==> src/rtl/rcn_pkg.sv <==
// rcn_pkg: shared definitions for ring-network (rcn) packets.
//   RCN_WIDTH     - full packet width including the valid bit
//   RCN_VALID_BIT - index of the valid bit (packet MSB)
//   rcn_pkt_t     - packet type
//   rcn_pkt_valid - helper returning the valid bit of a packet
package rcn_pkg;

    localparam int RCN_WIDTH     = 69;
    localparam int RCN_VALID_BIT = 68;

    typedef logic [RCN_WIDTH-1:0] rcn_pkt_t;

    // Extract the valid bit of a packet.
    function automatic logic rcn_pkt_valid(input rcn_pkt_t pkt);
        return pkt[RCN_VALID_BIT];
    endfunction

endpackage

==> src/rtl/rcn_fifo_ptr.sv <==
// rcn_fifo_ptr: modulo-DEPTH pointer used for the FIFO write and read sides.
// The pointer wraps from DEPTH-1 to 0 explicitly, so DEPTH need not be a
// power of two.
// Ports:
//   clk - clock
//   rst - asynchronous active-high reset (pointer returns to 0)
//   inc - advance the pointer by one on the next edge
//   ptr - current pointer value, 0..DEPTH-1
module rcn_fifo_ptr
    import rcn_pkg::*;
#(
    parameter int DEPTH = 4,
    parameter int PW    = (DEPTH > 1) ? $clog2(DEPTH) : 1
) (
    input  logic          clk,
    input  logic          rst,
    input  logic          inc,
    output logic [PW-1:0] ptr
);

    localparam logic [PW-1:0] LAST_PTR = PW'(DEPTH - 1);

    logic [PW-1:0] ptr_r;
    logic [PW-1:0] ptr_nxt_s;

    // Next pointer: hold, wrap at the last slot, or step by one.
    always_comb begin
        ptr_nxt_s = ptr_r;
        if (!inc) begin
            ptr_nxt_s = ptr_r;
        end else if (ptr_r == LAST_PTR) begin
            ptr_nxt_s = PW'(0);
        end else begin
            ptr_nxt_s = ptr_r + PW'(1);
        end
    end

    // Pointer register with asynchronous reset.
    always_ff @(posedge clk or posedge rst) begin
        if (rst) begin
            ptr_r <= PW'(0);
        end else begin
            ptr_r <= ptr_nxt_s;
        end
    end

    assign ptr = ptr_r;

endmodule

==> src/rtl/rcn_fifo_param.sv <==
// rcn_fifo_param: parametrised first-word-fall-through FIFO for rcn packets.
// The packet MSB (valid bit) is not stored; on the output it is regenerated
// as !empty. Only bits [WIDTH-2:0] are kept in the storage array.
// Optional feature: define RCN_FIFO_ERR_EN to build the sticky ovf/udf
// flags; otherwise both outputs are constant 0 and no error flops exist.
// Ports:
//   clk, rst     - clock, asynchronous active-high reset
//   rcn_in, push - write packet and strobe (dropped when full without pop)
//   rcn_out, pop - head packet {!empty, payload} and read strobe
//   full, almost_full, empty, level - occupancy status (register-decoded)
//   wm_clr, watermark - peak-level tracker and its clear strobe
//   ovf, udf     - sticky overflow / underflow flags
module rcn_fifo_param
    import rcn_pkg::*;
#(
    parameter int WIDTH    = RCN_WIDTH,
    parameter int DEPTH    = 4,
    parameter int AF_LEVEL = DEPTH - 1,
    localparam int LW      = $clog2(DEPTH + 1)
) (
    input  logic             clk,
    input  logic             rst,
    input  logic [WIDTH-1:0] rcn_in,
    input  logic             push,
    output logic             full,
    output logic             almost_full,
    output logic [WIDTH-1:0] rcn_out,
    input  logic             pop,
    output logic             empty,
    output logic [LW-1:0]    level,
    input  logic             wm_clr,
    output logic [LW-1:0]    watermark,
    output logic             ovf,
    output logic             udf
);

    localparam int DW = WIDTH - 1;
    localparam int PW = $clog2(DEPTH);

    logic [DW-1:0] mem_r [0:DEPTH-1];
    logic [PW-1:0] wr_ptr_s;
    logic [PW-1:0] rd_ptr_s;
    logic [LW-1:0] cnt_r;
    logic [LW-1:0] cnt_nxt_s;
    logic [LW-1:0] watermark_r;
    logic [LW-1:0] wm_nxt_s;
    logic          full_s;
    logic          empty_s;
    logic          acc_w_s;
    logic          acc_r_s;
    logic          unused_s;

    // The incoming valid bit carries no information for storage.
    assign unused_s = rcn_in[WIDTH-1];

    assign full_s  = (cnt_r == LW'(DEPTH));
    assign empty_s = (cnt_r == LW'(0));

    // A push is taken when there is room or when a simultaneous pop frees a
    // slot; a pop on an empty FIFO is ignored, so push+pop while empty only
    // writes (no bypass).
    assign acc_w_s = push & (~full_s | pop);
    assign acc_r_s = pop & ~empty_s;

    rcn_fifo_ptr #(
        .DEPTH (DEPTH),
        .PW    (PW)
    ) u_wr_ptr (
        .clk (clk),
        .rst (rst),
        .inc (acc_w_s),
        .ptr (wr_ptr_s)
    );

    rcn_fifo_ptr #(
        .DEPTH (DEPTH),
        .PW    (PW)
    ) u_rd_ptr (
        .clk (clk),
        .rst (rst),
        .inc (acc_r_s),
        .ptr (rd_ptr_s)
    );

    // Storage array write; contents deliberately survive reset.
    always_ff @(posedge clk) begin
        if (acc_w_s) begin
            mem_r[wr_ptr_s] <= rcn_in[DW-1:0];
        end
    end

    // Next occupancy: simultaneous accepted push and pop cancel out.
    always_comb begin
        cnt_nxt_s = cnt_r;
        case ({acc_w_s, acc_r_s})
            2'b10:   cnt_nxt_s = cnt_r + LW'(1);
            2'b01:   cnt_nxt_s = cnt_r - LW'(1);
            default: cnt_nxt_s = cnt_r;
        endcase
    end

    // Next watermark tracks the post-edge level, restarting on wm_clr.
    always_comb begin
        wm_nxt_s = watermark_r;
        if (wm_clr) begin
            wm_nxt_s = cnt_nxt_s;
        end else if (cnt_nxt_s > watermark_r) begin
            wm_nxt_s = cnt_nxt_s;
        end else begin
            wm_nxt_s = watermark_r;
        end
    end

    // Occupancy and watermark registers.
    always_ff @(posedge clk or posedge rst) begin
        if (rst) begin
            cnt_r       <= LW'(0);
            watermark_r <= LW'(0);
        end else begin
            cnt_r       <= cnt_nxt_s;
            watermark_r <= wm_nxt_s;
        end
    end

`ifdef RCN_FIFO_ERR_EN
    logic ovf_r;
    logic udf_r;

    // Sticky error flags, cleared only by reset.
    always_ff @(posedge clk or posedge rst) begin
        if (rst) begin
            ovf_r <= 1'b0;
            udf_r <= 1'b0;
        end else begin
            ovf_r <= ovf_r | (push & full_s & ~pop);
            udf_r <= udf_r | (pop & empty_s);
        end
    end

    assign ovf = ovf_r;
    assign udf = udf_r;
`else
    assign ovf = 1'b0;
    assign udf = 1'b0;
`endif

    // All status outputs are decoded from registers only.
    assign full        = full_s;
    assign empty       = empty_s;
    assign almost_full = (cnt_r >= LW'(AF_LEVEL));
    assign level       = cnt_r;
    assign watermark   = watermark_r;
    assign rcn_out     = {~empty_s, mem_r[rd_ptr_s]};

endmodule

==> config.mk <==
export PLATFORM = sky130hd
export DESIGN_NAME = rcn_fifo_param
export DESIGN_NICKNAME = d
export VERILOG_FILES = /design/src/rtl/rcn_pkg.sv /design/src/rtl/rcn_fifo_ptr.sv /design/src/rtl/rcn_fifo_param.sv
export SDC_FILE = /design/constraint.sdc
export NUM_CORES = 1
export LEC_CHECK = 0
export CAP_MARGIN = 20
export CORE_MARGIN = 10
export CORE_UTILIZATION = 58
export DETAILED_ROUTE_END_ITERATION = 6
export PLACE_DENSITY = 0.84
export SLEW_MARGIN = 40
export SYNTH_ARGS = -nofsm -noshare
export SYNTH_HDL_FRONTEND = slang
export SYNTH_SLANG_ARGS = --single-unit
==> constraint.sdc <==
create_clock -name clk -period 7.4 [get_ports clk]
set_input_delay 0.74 -clock clk [delete_from_list [all_inputs] [get_ports clk]]
set_output_delay 0.74 -clock clk [all_outputs]
set_load 0.03 [all_outputs]
==> impl_results.md <==
- Synth unique cells: 26
- CTS tree: done
- Via-per-instance ratio: 5.61
- # IOs: 154
- Setup TNS: 0 ns
- Core Region: 17900 sq um
- Initial core utilization: just under 60%
- Die width: 155 microns
- Critical path class: flop to primary output
- Worst slew pin tran: 0.731 ns
- Root buffer cell: clkbuf_16
- Peak fanout along the critical path: 37
- Critical Path AT: 3.37 ns
- M1 GR Usage: around a fifth
- Pins over their slew limit: 0
- Leakage: 4.38 nW
- Worst EP required: ~6.7 ns
- First-pass GRT wire length: between 30000 and 40000 microns
- DR iter-0 viols: 264
- HP Class: primary input to async pin
- Max IR drop VDD: between 300 and 400 uV
- Rows: approximately 50
- Outcome: finished clean
- Clk sinks: roughly 280
- Synth Cell Area: about 11000 sq um
- Number of synthesized register bits: 282
- Met2 Usage GRT: ~28%
- Port bufs: 150
- Post-synth top area cell: edfxtp_1
- Slew margin rel.: between 50% and 60%
- Area post-placement: roughly 12000 sq um
- Total grt overflow: 0
- Max-Cap Viols: 0
- Clk_skew: 0.00635 ns
- Setup crit end kind: primary output
- Fmax achieved: approximately 240 MHz
- Routed length per instance: between 20 and 25 microns
- Tmin final: 4.11 ns
- Cells after synthesis: between 400 and 500
- Detailed Route WL: between 15000 and 20000 microns
- Clock latency on the worst-skew pair: between 0.5 and 0.6 ns
- Worst setup SP type: flop
- CTS Buf Count: 28
- Full die area: about 24000 sq um
- Met3 usage: 4.00%
- Gpl congestion: ~0.8
- Most common cell after layout, fill and taps aside: edfxtp_1
- Final setup violation count: 0
- Post-layout util: ~74%
- PwrDens: ~440 nW/um^2
- Clock Pin Slew Worst Setup and Hold Paths: ~0.060 ns
- Gr usage total: 16.3%
- Final-layout fill cell count: about 1000
- DR DRC count: 0
- Final hold violations: 0
- Final period util: 55.6%
- H-tree levels: 1
- Area delta synth->final: 25.4%
- Tot Pwr: 5.79 mW
- Hold Buf Count CTS: 0
- WHS: slightly above 0.5 ns
- Finished Cell Area: approximately 13000 sq um
- Post-DP HPWL: around 13000 microns
- Nets: 676
- Height of the die: 155 microns
- Layout cells sized above 1: between 20% and 30%
- Yosys warns: 0
- TritonRoute pass-1 iters: 6
- Commonest cells after routing, fill and taps aside: edfxtp_1 (272), clkdlybuf4s50_1 (150), mux4_2 (68)
- Deepest clock path buffer count: 3
- GR peak layer: met2
- Resize count post-CTS: 0
- Register area share after synthesis: between 70% and 80%
- Ant. Diodes: 0
- ANT nets after route: 0
- Initial antenna violation count: 1
- Largest cells by area after synthesis: edfxtp_1 (77%), mux4_2 (15%), dfrtp_1 (2.4%)
- RSZ-0062 raised after global routing: no
- # Post-CTS Setup Buffers: 0
- Post-synth top area share: between 70% and 80%
- Vias in the first global route: approximately 5300
- Largest net degree at the start of global routing: 38
- Routed vias: approximately 4700
- Avg Synthesized Cell Area: around 25 sq um
## metal layers
| layer | share of wire [%] | wire length [microns] |
|---|---|---|
| met3 | 6.4 | 1250 |
| met1 | 40 | 7720 |
| met4 | 1.4 | 265 |
| met5 | 0.072 | 14 |
| met2 | 52 | 10200 |
## cell families after synthesis
logic type / count (synthesis) / share of synthesized area (%)
muxes: 75 / 15.3
and+or+nand+nor: 12 / 0.640
other: 1 / 0.0355
buffers and inverters: 29 / 2.39
xor gates and xnor gates: 3 / 0.249
AOI/OAI and AO/OA: 6 / 0.403
DFF: 282 / 79.8
adders and majority gates: 10 / 1.26
## cells in the mapped netlist
| cell type | number |
|---|---|
| buf_6 | 1 |
| buf_12 | 7 |
| edfxtp_1 | 272 |
| mux2_2 | 7 |
| buf_4 | 4 |
| dfrtp_1 | 10 |
| ha_1 | 9 |
| or3_4 | 1 |
| nand2_1 | 1 |
| mux4_2 | 68 |
| xnor2_1 | 2 |
| fa_1 | 1 |
| nand3_1 | 1 |
| inv_1 | 11 |
| a21o_1 | 2 |
| o21bai_1 | 1 |
| conb_1 | 1 |
| o21a_1 | 1 |
| buf_2 | 6 |
| o21ai_0 | 1 |
| xor2_1 | 1 |
| nor3_1 | 1 |
| and2_1 | 4 |
| nor2_1 | 3 |
| a211oi_1 | 1 |
| nand2_2 | 1 |
## through the flow
step                std cells  worst slack [ns]
global placement          781              3.58
CTS                       842              3.13
finish                    842              3.29
detailed placement        791              3.39
global route              842              3.03
floorplan                 419              4.12
## cell type report
| type | count | area [sq um] | area share [%] |
|---|---|---|---|
| Clock buffer | 39 | 802 | 6.06 |
| Clock inverter | 12 | 76.3 | 0.577 |
| Inverter | 11 | 41.3 | 0.312 |
| Multi-Input combinational cell | 108 | 1900 | 14.3 |
| Sequential cell | 282 | 8430 | 63.6 |
| Tap cell | 229 | 287 | 2.16 |
| Timing Repair Buffer | 161 | 1710 | 12.9 |
## where the power goes
| part | total, mW | switching (mW) | internal (mW) |
|---|---|---|---|
| registers | 2.27 | 0.166 | 2.11 |
| logic | 2.21 | 1.19 | 1.02 |
| clock network | 1.31 | 0.551 | 0.757 |
## critical path: stages, from the launching register on
cell             delay [ns]
dfrtp_4                0.89
buf_4                  0.69
mux4_2                 0.61
clkdlybuf4s50_1        0.62
## path summary, 6_finish.rpt
path / startpoint / endpoint / slack, ns / depth (start not counted)
max: u_rd_ptr.ptr[0] / rcn_out[39] / 3.29 / 3
min: rst / watermark[1] / 0.51 / 2
max reg2reg: level[0] / watermark[1] / 4.02 / 14
min reg2reg: watermark[2] / watermark[2] / 0.56 / 1
max in group asynchronous: rst / u_rd_ptr.ptr[0] / 6.57 / 2
min in group clk: watermark[2] / watermark[2] / 0.56 / 1
## flip-flops by register name (all words and copies together) (netlist names)
| register | count |
|---|---|
| watermark | 3 |
| level | 3 |
| u_wr_ptr.ptr | 2 |
| mem_r | 272 |
| u_rd_ptr.ptr | 2 |
(Power assumes the default switching activity.)
